`src/rtl/periph_bus_arbiter_if.sv`:
```
// Bundle of both master request ports and the shared peripheral slave port.
// The arbiter connects through the slave modport; a requester-side model uses master.
interface periph_bus_arbiter_if #(
    parameter int unsigned ADDR_W = 32,
    parameter int unsigned DATA_W = 32
);
    localparam int unsigned MASK_W = DATA_W / 8;

    logic              m0_req_i;
    logic              m0_wen_i;
    logic [ADDR_W-1:0] m0_addr_i;
    logic [DATA_W-1:0] m0_data_i;
    logic [MASK_W-1:0] m0_wmask_i;
    logic              m0_gnt_o;
    logic              m0_rvalid_o;
    logic [DATA_W-1:0] m0_rdata_o;

    logic              m1_req_i;
    logic              m1_wen_i;
    logic [ADDR_W-1:0] m1_addr_i;
    logic [DATA_W-1:0] m1_data_i;
    logic [MASK_W-1:0] m1_wmask_i;
    logic              m1_gnt_o;
    logic              m1_rvalid_o;
    logic [DATA_W-1:0] m1_rdata_o;

    logic              csb_o;
    logic              wen_o;
    logic [ADDR_W-1:0] addr_o;
    logic [DATA_W-1:0] data_o;
    logic [MASK_W-1:0] wmask_o;
    logic [DATA_W-1:0] rdata_i;

    modport slave (
        input  m0_req_i, m0_wen_i, m0_addr_i, m0_data_i, m0_wmask_i,
        output m0_gnt_o, m0_rvalid_o, m0_rdata_o,
        input  m1_req_i, m1_wen_i, m1_addr_i, m1_data_i, m1_wmask_i,
        output m1_gnt_o, m1_rvalid_o, m1_rdata_o,
        output csb_o, wen_o, addr_o, data_o, wmask_o,
        input  rdata_i
    );

    modport master (
        output m0_req_i, m0_wen_i, m0_addr_i, m0_data_i, m0_wmask_i,
        input  m0_gnt_o, m0_rvalid_o, m0_rdata_o,
        output m1_req_i, m1_wen_i, m1_addr_i, m1_data_i, m1_wmask_i,
        input  m1_gnt_o, m1_rvalid_o, m1_rdata_o,
        input  csb_o, wen_o, addr_o, data_o, wmask_o,
        output rdata_i
    );
endinterface

```
`src/rtl/periph_bus_arbiter.sv`:
```
// Two-master arbiter for the single-ported peripheral bus, one-cycle read latency.
// Define PARB_ROUND_ROBIN_EN for round-robin tie breaking; default is fixed m0 priority.
module periph_bus_arbiter #(
    parameter int unsigned ADDR_W = 32,
    parameter int unsigned DATA_W = 32
) (
    input  logic                 clk_i,
    input  logic                 reset_i,
    periph_bus_arbiter_if.slave  bus
);
    localparam int unsigned MASK_W = DATA_W / 8;

    typedef enum logic [1:0] {IDLE, ACCESS, RESP} state_t;

    typedef struct packed {
        logic [ADDR_W-1:0] addr;
        logic [DATA_W-1:0] data;
        logic [MASK_W-1:0] wmask;
    } acc_t;

    state_t     r_state, w_state_nxt;
    acc_t       r_acc, w_acc_nxt;
    acc_t       w_m0_acc, w_m1_acc;
    logic       r_csb, w_csb_nxt;
    logic       r_wen, w_wen_nxt;
    logic [1:0] r_gnt, w_gnt_nxt;
    logic [1:0] r_rvalid, w_rvalid_nxt;
    logic       r_owner, w_owner_nxt;
    logic       r_last_owner, w_last_owner_nxt;
    logic       w_any_req;
    logic       w_tie_pick;
    logic       w_winner;

    assign w_m0_acc  = '{addr: bus.m0_addr_i, data: bus.m0_data_i, wmask: bus.m0_wmask_i};
    assign w_m1_acc  = '{addr: bus.m1_addr_i, data: bus.m1_data_i, wmask: bus.m1_wmask_i};
    assign w_any_req = bus.m0_req_i | bus.m1_req_i;

`ifdef PARB_ROUND_ROBIN_EN
    assign w_tie_pick = ~r_last_owner;
`else
    assign w_tie_pick = 1'b0;
`endif

    // A lone requester wins outright; only a tie consults the tie-break pick.
    assign w_winner = (bus.m0_req_i & bus.m1_req_i) ? w_tie_pick : bus.m1_req_i;

    always_ff @(posedge clk_i or negedge reset_i) begin
        if (!reset_i) begin
            r_state      <= IDLE;
            r_acc        <= '0;
            r_csb        <= 1'b1;
            r_wen        <= 1'b1;
            r_gnt        <= '0;
            r_rvalid     <= '0;
            r_owner      <= 1'b0;
            r_last_owner <= 1'b1;
        end else begin
            r_state      <= w_state_nxt;
            r_acc        <= w_acc_nxt;
            r_csb        <= w_csb_nxt;
            r_wen        <= w_wen_nxt;
            r_gnt        <= w_gnt_nxt;
            r_rvalid     <= w_rvalid_nxt;
            r_owner      <= w_owner_nxt;
            r_last_owner <= w_last_owner_nxt;
        end
    end

    // Next state and next registered outputs; strobes idle high unless entering ACCESS.
    always_comb begin
        w_state_nxt      = r_state;
        w_acc_nxt        = r_acc;
        w_csb_nxt        = 1'b1;
        w_wen_nxt        = 1'b1;
        w_gnt_nxt        = '0;
        w_rvalid_nxt     = '0;
        w_owner_nxt      = r_owner;
        w_last_owner_nxt = r_last_owner;
        unique case (r_state)
            IDLE: begin
                if (w_any_req) begin
                    w_state_nxt      = ACCESS;
                    w_acc_nxt        = w_winner ? w_m1_acc : w_m0_acc;
                    w_wen_nxt        = w_winner ? bus.m1_wen_i : bus.m0_wen_i;
                    w_csb_nxt        = 1'b0;
                    w_gnt_nxt        = w_winner ? 2'b10 : 2'b01;
                    w_owner_nxt      = w_winner;
                    w_last_owner_nxt = w_winner;
                end
            end
            ACCESS: begin
                if (r_wen) begin
                    w_state_nxt  = RESP;
                    w_rvalid_nxt = r_owner ? 2'b10 : 2'b01;
                end else begin
                    w_state_nxt = IDLE;
                end
            end
            RESP:    w_state_nxt = IDLE;
            default: w_state_nxt = IDLE;
        endcase
    end

    assign bus.csb_o   = r_csb;
    assign bus.wen_o   = r_wen;
    assign bus.addr_o  = r_acc.addr;
    assign bus.data_o  = r_acc.data;
    assign bus.wmask_o = r_acc.wmask;

    assign bus.m0_gnt_o    = r_gnt[0];
    assign bus.m1_gnt_o    = r_gnt[1];
    assign bus.m0_rvalid_o = r_rvalid[0];
    assign bus.m1_rvalid_o = r_rvalid[1];

    // Read data is passed straight through from the slave during the owner's RESP cycle.
    assign bus.m0_rdata_o = r_rvalid[0] ? bus.rdata_i : '0;
    assign bus.m1_rdata_o = r_rvalid[1] ? bus.rdata_i : '0;
endmodule

```
`src/flat_wrapper.sv`:
```
// flat-port wrapper written by rule: the top's interface ports become plain ports
module periph_bus_arbiter_flat 
#(
    parameter int unsigned ADDR_W = 32,
    parameter int unsigned DATA_W = 32
)
  (clk_i, reset_i, bus_m0_req_i, bus_m0_wen_i, bus_m0_addr_i, bus_m0_data_i, bus_m0_wmask_i, bus_m0_gnt_o, bus_m0_rvalid_o, bus_m0_rdata_o, bus_m1_req_i, bus_m1_wen_i, bus_m1_addr_i, bus_m1_data_i, bus_m1_wmask_i, bus_m1_gnt_o, bus_m1_rvalid_o, bus_m1_rdata_o, bus_csb_o, bus_wen_o, bus_addr_o, bus_data_o, bus_wmask_o, bus_rdata_i);
  periph_bus_arbiter_if #(.ADDR_W(ADDR_W), .DATA_W(DATA_W)) bus_i ();
  input  logic clk_i;
  input  logic reset_i;
  input wire logic [$bits(bus_i.m0_req_i)-1:0] bus_m0_req_i;
  input wire logic [$bits(bus_i.m0_wen_i)-1:0] bus_m0_wen_i;
  input wire logic [$bits(bus_i.m0_addr_i)-1:0] bus_m0_addr_i;
  input wire logic [$bits(bus_i.m0_data_i)-1:0] bus_m0_data_i;
  input wire logic [$bits(bus_i.m0_wmask_i)-1:0] bus_m0_wmask_i;
  output wire logic [$bits(bus_i.m0_gnt_o)-1:0] bus_m0_gnt_o;
  output wire logic [$bits(bus_i.m0_rvalid_o)-1:0] bus_m0_rvalid_o;
  output wire logic [$bits(bus_i.m0_rdata_o)-1:0] bus_m0_rdata_o;
  input wire logic [$bits(bus_i.m1_req_i)-1:0] bus_m1_req_i;
  input wire logic [$bits(bus_i.m1_wen_i)-1:0] bus_m1_wen_i;
  input wire logic [$bits(bus_i.m1_addr_i)-1:0] bus_m1_addr_i;
  input wire logic [$bits(bus_i.m1_data_i)-1:0] bus_m1_data_i;
  input wire logic [$bits(bus_i.m1_wmask_i)-1:0] bus_m1_wmask_i;
  output wire logic [$bits(bus_i.m1_gnt_o)-1:0] bus_m1_gnt_o;
  output wire logic [$bits(bus_i.m1_rvalid_o)-1:0] bus_m1_rvalid_o;
  output wire logic [$bits(bus_i.m1_rdata_o)-1:0] bus_m1_rdata_o;
  output wire logic [$bits(bus_i.csb_o)-1:0] bus_csb_o;
  output wire logic [$bits(bus_i.wen_o)-1:0] bus_wen_o;
  output wire logic [$bits(bus_i.addr_o)-1:0] bus_addr_o;
  output wire logic [$bits(bus_i.data_o)-1:0] bus_data_o;
  output wire logic [$bits(bus_i.wmask_o)-1:0] bus_wmask_o;
  input wire logic [$bits(bus_i.rdata_i)-1:0] bus_rdata_i;
  assign bus_i.m0_req_i = bus_m0_req_i;
  assign bus_i.m0_wen_i = bus_m0_wen_i;
  assign bus_i.m0_addr_i = bus_m0_addr_i;
  assign bus_i.m0_data_i = bus_m0_data_i;
  assign bus_i.m0_wmask_i = bus_m0_wmask_i;
  assign bus_m0_gnt_o = bus_i.m0_gnt_o;
  assign bus_m0_rvalid_o = bus_i.m0_rvalid_o;
  assign bus_m0_rdata_o = bus_i.m0_rdata_o;
  assign bus_i.m1_req_i = bus_m1_req_i;
  assign bus_i.m1_wen_i = bus_m1_wen_i;
  assign bus_i.m1_addr_i = bus_m1_addr_i;
  assign bus_i.m1_data_i = bus_m1_data_i;
  assign bus_i.m1_wmask_i = bus_m1_wmask_i;
  assign bus_m1_gnt_o = bus_i.m1_gnt_o;
  assign bus_m1_rvalid_o = bus_i.m1_rvalid_o;
  assign bus_m1_rdata_o = bus_i.m1_rdata_o;
  assign bus_csb_o = bus_i.csb_o;
  assign bus_wen_o = bus_i.wen_o;
  assign bus_addr_o = bus_i.addr_o;
  assign bus_data_o = bus_i.data_o;
  assign bus_wmask_o = bus_i.wmask_o;
  assign bus_i.rdata_i = bus_rdata_i;
  periph_bus_arbiter #(.ADDR_W(ADDR_W), .DATA_W(DATA_W)) u_core (.clk_i(clk_i), .reset_i(reset_i), .bus(bus_i));
endmodule
```
`config.mk`:
```
export PLATFORM = sky130hd
export DESIGN_NAME = periph_bus_arbiter_flat
export DESIGN_NICKNAME = d
export VERILOG_FILES = /design/src/rtl/periph_bus_arbiter_if.sv /design/src/rtl/periph_bus_arbiter.sv /design/src/flat_wrapper.sv
export SDC_FILE = /design/constraint.sdc
export NUM_CORES = 1
export LEC_CHECK = 0
export ABC_AREA = 0
export CORE_AREA = 2 2 120 122
export DETAILED_ROUTE_END_ITERATION = 6
export DIE_AREA = 0 0 122 124
export MAX_ROUTING_LAYER = met4
export PLACE_DENSITY = 0.77
export SLEW_MARGIN = 30
export SYNTH_ARGS = -nofsm -noshare
export SYNTH_HDL_FRONTEND = slang
export SYNTH_SLANG_ARGS = --single-unit
```
`constraint.sdc`:
```
create_clock -name clk_i -period 2.1 [get_ports clk_i]
set_clock_uncertainty 0.15 [all_clocks]
set_input_delay 0.21 -clock clk_i [delete_from_list [all_inputs] [get_ports clk_i]]
set_output_delay 0.21 -clock clk_i [all_outputs]
set_load 0.03 [all_outputs]
```
# Yosys cells after proc, flatten, opt, wreduce, memory -nomap -nowiden
# Index checks and enable logic that the tools add are counted.
# op_classes
n_eq_ne	2
n_mux	18
n_bitwise	2
n_reduce_logical	2
# ops
cell	count
$mux 68	1
$mux 32	2
$mux 2	8
$mux 1	6
$pmux 2 s2	1
$eq 2x1->1 const B	1
$logic_not 2->1	1
$ne 2x1->1 const B	1
$reduce_and 2->1	1
$and 1x1->1	1
$or 1x1->1	1
# totals
reg_bits	77
input_bits	174
out_inout_bits	138
word_cells	33

# Depth between registers and ports, before layout
# depth
ltp_word	5
ltp_mapped	5

# Worst setup path before layout
# No wires, ideal clock.
# synth_timing
kind	register to register
start	register u_core.r_state[0]
end	register u_core.r_acc, in the netlist u_core.bus.addr_o[0]
setup_ps	125
arrival_time_ps	1316
setup_slack_ps	509
stages_incl_launch_ff	6
path_buffers	2
period_less_slack_ps	1591
path_cell_list	dfrtp_1 > nor2_1 > o21a_1 > buf_2 > buf_4 > mux2_4
# synth_via
elab_chain_cells	2
# synth_lines
item	line	source
from (decl)	periph_bus_arbiter.sv:21	state_t r_state, w_state_nxt;
from (signal assigned)	periph_bus_arbiter.sv:58	r_state <= w_state_nxt;
$logic_not 2->1	periph_bus_arbiter.sv:79	unique case (r_state)
$reduce_and 2->1 (no line)	--	
to (signal assigned)	periph_bus_arbiter.sv:59	r_acc <= w_acc_nxt;
to (decl)	periph_bus_arbiter.sv:22	acc_t r_acc, w_acc_nxt;
# No other way between the ends.
# A chain may end at the register's enable or synchronous reset.

# Worst setup path in the final report
# layout_timing
start	register u_core.r_rvalid[1]
end	output bus_m1_rvalid_o
# layout_lines
item	line	source
from (decl)	periph_bus_arbiter.sv:27	logic [1:0] r_rvalid, w_rvalid_nxt;
from (signal assigned)	periph_bus_arbiter.sv:63	r_rvalid <= w_rvalid_nxt;
to (decl)	flat_wrapper.sv:25	output wire logic [$bits(bus_i.m1_rvalid_o)-1:0] bus_m1_rvalid_o;
# No word-level cell between the ends.

==> metrics.cfg <==
[run_status]
status=finished, final reports clean

[cells_and_area]
nets=796
area_delta_synth_final_pct=79.0
final_cells=809
drive_gt1_frac=0.266
post-route-util=0.606

[floorplan]
die_w_um=122
core_area_um2=13700
io_pins=312
placementRows=43
die_area_um2=15100
die_h_um=124
start_util=0.338

[sta]
rsz0062_at_grt=no
relSlewSlack=0.678
whs_ns=0.242
hold_viol_final=0
fin_crit_ns=1.98
slew_viol_final=0
finalCritPeriodShare=0.942
fin_setup_tns_ns=0
fmax_ghz=0.506
tightestPinTransition_ns=0.483
finalSetupViolCount=0

[synth]
yosys-top-cells-area=mux2_4 (44%), dfrtp_1 (40%), and2_1 (8.8%), buf_8 (2.3%), buf_4 (1.1%)
ys_seq_area_frac=0.416
synth-seq-cells=77
netlist.area_leader.share=0.440
synth.distinct_cells=19
yosysWarnings=0
synth_nets=487
syn_avg_cell_area_um2=14.8
synth_top_area_cell=mux2_4
synth_area_um2=4640
netlist_instances=313

[critical_path]
path_buf_inv=2
r2r_start=u_core.r_state[0]
crit_chain=buf_4 -> clkdlybuf4s50_1
worstPathArrival_ns=1.62
worst_path_max_delay_cell=clkdlybuf4s50_1
critPathCaptureType=output port
path_delay_family=buffers and inverters
start_kind=register
startpoint=u_core.r_rvalid[1]
cp_max_fo=33
slowest_delay_ns=0.72
cp.required_ns=1.74
worstSetupPathType=register to output port

[global_routing]
grtUsageMet3=0.0485
gr-usage-met1=0.181
grt_pass1_vias=3773
grt_max_degree=44
gr-usage-met2=0.332
grt_first_pass_wirelength_um=20000
grt_usage=0.179
grt_overflow_total=0
busiest_layer=met2
antenna_found_initial=2

[route]
drc=0
drtAntennaViolNets=0
totalWireLength_um=13700
wire_per_inst_um=16.9
drt_first_pass_iters=4
viasPerCell=4.46
drt_iter0_markers=110
vias=3609

[place]
placed_cells=790
place.gp.congestion=0.798
io_buffer_count=311
place_hpwl_um=11100

[job]
maxCapViolations=0

[clocking]
cts.path.max_buffers=2
cts_max_level=3
cts_sinks=77
clock_latency_ns=0.32
cts_tree=built
cts_post_setup_buffers_inserted=0
cts_buffers=9
root_buffer=clkbuf_16
path_clk_slew_ns=0.06

[pwr]
power_density_nw_per_um2=1340
irDropWorstVdd_mv=0.896
leakagePower_uw=0.00426

[worst_hold_path]
hp-class=primary input to async pin

==> cell usage after synthesis, drive strengths merged <==
cell type and n:
mux2 136, dfrtp 75, and2 65, buf 16, clkbuf 6, dfstp 2
inv 2, nor2 2, nor3 2, a21oi 1, and3b 1, nand2 1
nand2b 1, nor2b 1, o21a 1, o22ai 1
==> layer usage <==
layer,wire length [um],part of all wire
met2,7410,0.54
met1,4870,0.36
met4,291,0.021
met5,0,0
met3,1130,0.082
==> final timing paths <==
kind,endpoint,slack [ns],depth (start not counted)
worst max-delay path,bus_m1_rvalid_o,0.12,2
worst min-delay path,u_core.bus.addr_o[17],0.24,2
worst max register to register,u_core.bus.addr_o[20],0.38,4
worst min register to register,u_core.r_rvalid[0],0.31,1
max in group asynchronous,u_core.bus.csb_o,0.92,3
min in group clk_i,u_core.r_rvalid[0],0.31,1
==> layout by cell type (no fill, tap or decap), types with 2 or more instances in the layout <==
| cell type | instances |
|---|---|
| dlymetal6s2s_1 | 22 |
| bufinv_16 | 2 |
| inv_1 | 2 |
| mux2_4 | 136 |
| dfrtp_1 | 75 |
| nor2_1 | 2 |
| dfstp_2 | 2 |
| nor3_1 | 2 |
| clkbuf_8 | 2 |
| clkdlybuf4s50_1 | 246 |
| and2_1 | 65 |
| buf_12 | 9 |
| diode_2 | 2 |
| buf_4 | 4 |
| dlygate4sd2_1 | 38 |
| clkbuf_16 | 9 |
| clkbuf_1 | 2 |
==> cell type report <==
cell class / instances / area [um2]
repair buffers: 320 / 3290
clock buffers: 13 / 260
multi-input cells: 212 / 2520
diodes: 2 / 5.00
clock inverters: 3 / 67.6
fillers: 1101 / 5410
inverters: 2 / 7.51
well taps: 180 / 225
flip-flops and latches: 77 / 1930
==> state kept, by name, summed over array words and instances (netlist names) <==
signal,flops
u_core.bus.wmask_o,4
u_core.bus.wen_o,1
u_core.r_rvalid,2
u_core.bus.addr_o,32
u_core.bus.data_o,32
u_core.r_state,2
u_core.bus.csb_o,1
u_core.r_owner,1
u_core.r_gnt,2
==> timing repair <==
| item | in CTS | in global routing |
|---|---|---|
| hold buffers | 1 | 0 |
| endpoints found under the hold margin | 33 | 0 |
| gates resized for setup | 38 | 22 |
| endpoints found under the setup margin | 38 | 22 |
==> worst register-to-register path, stage by stage (launching register included) <==
cell and delay (ns):
dfrtp_1 0.40, nor2_1 0.21, o21a_4 0.20, buf_12 0.27
mux2_4 0.38
==> power breakdown <==
part	total [uW]	switching, uW	internal [uW]	leakage [uW]
clock	1670	566	1110	0.000156
combinational	6760	3330	3430	0.00320
sequential	2700	448	2250	0.000904
==> through the flow <==
step / power, uW / instance area [um2] / setup slack, ns
5_1_grt: 11700 / 8310 / 0.0342
4_1_cts: 11300 / 8250 / 0.00114
6_report: 11100 / 8310 / 0.122
3_5_place_dp: 9630 / 7960 / 0.0562
3_3_place_gp: 9540 / 7960 / 0.0617
2_1_floorplan: 6880 / 4640 / 0.509
==> logic make-up after synthesis <==
family / count (synthesis) / share of synthesized area
AOI/OAI and AO/OA: 3 / 0.00404
buffers and inverters: 24 / 0.0439
DFF: 77 / 0.416
muxes: 136 / 0.440
and+or+nand+nor: 73 / 0.0967
No activity file was read; power rests on OpenSTA's default activity.
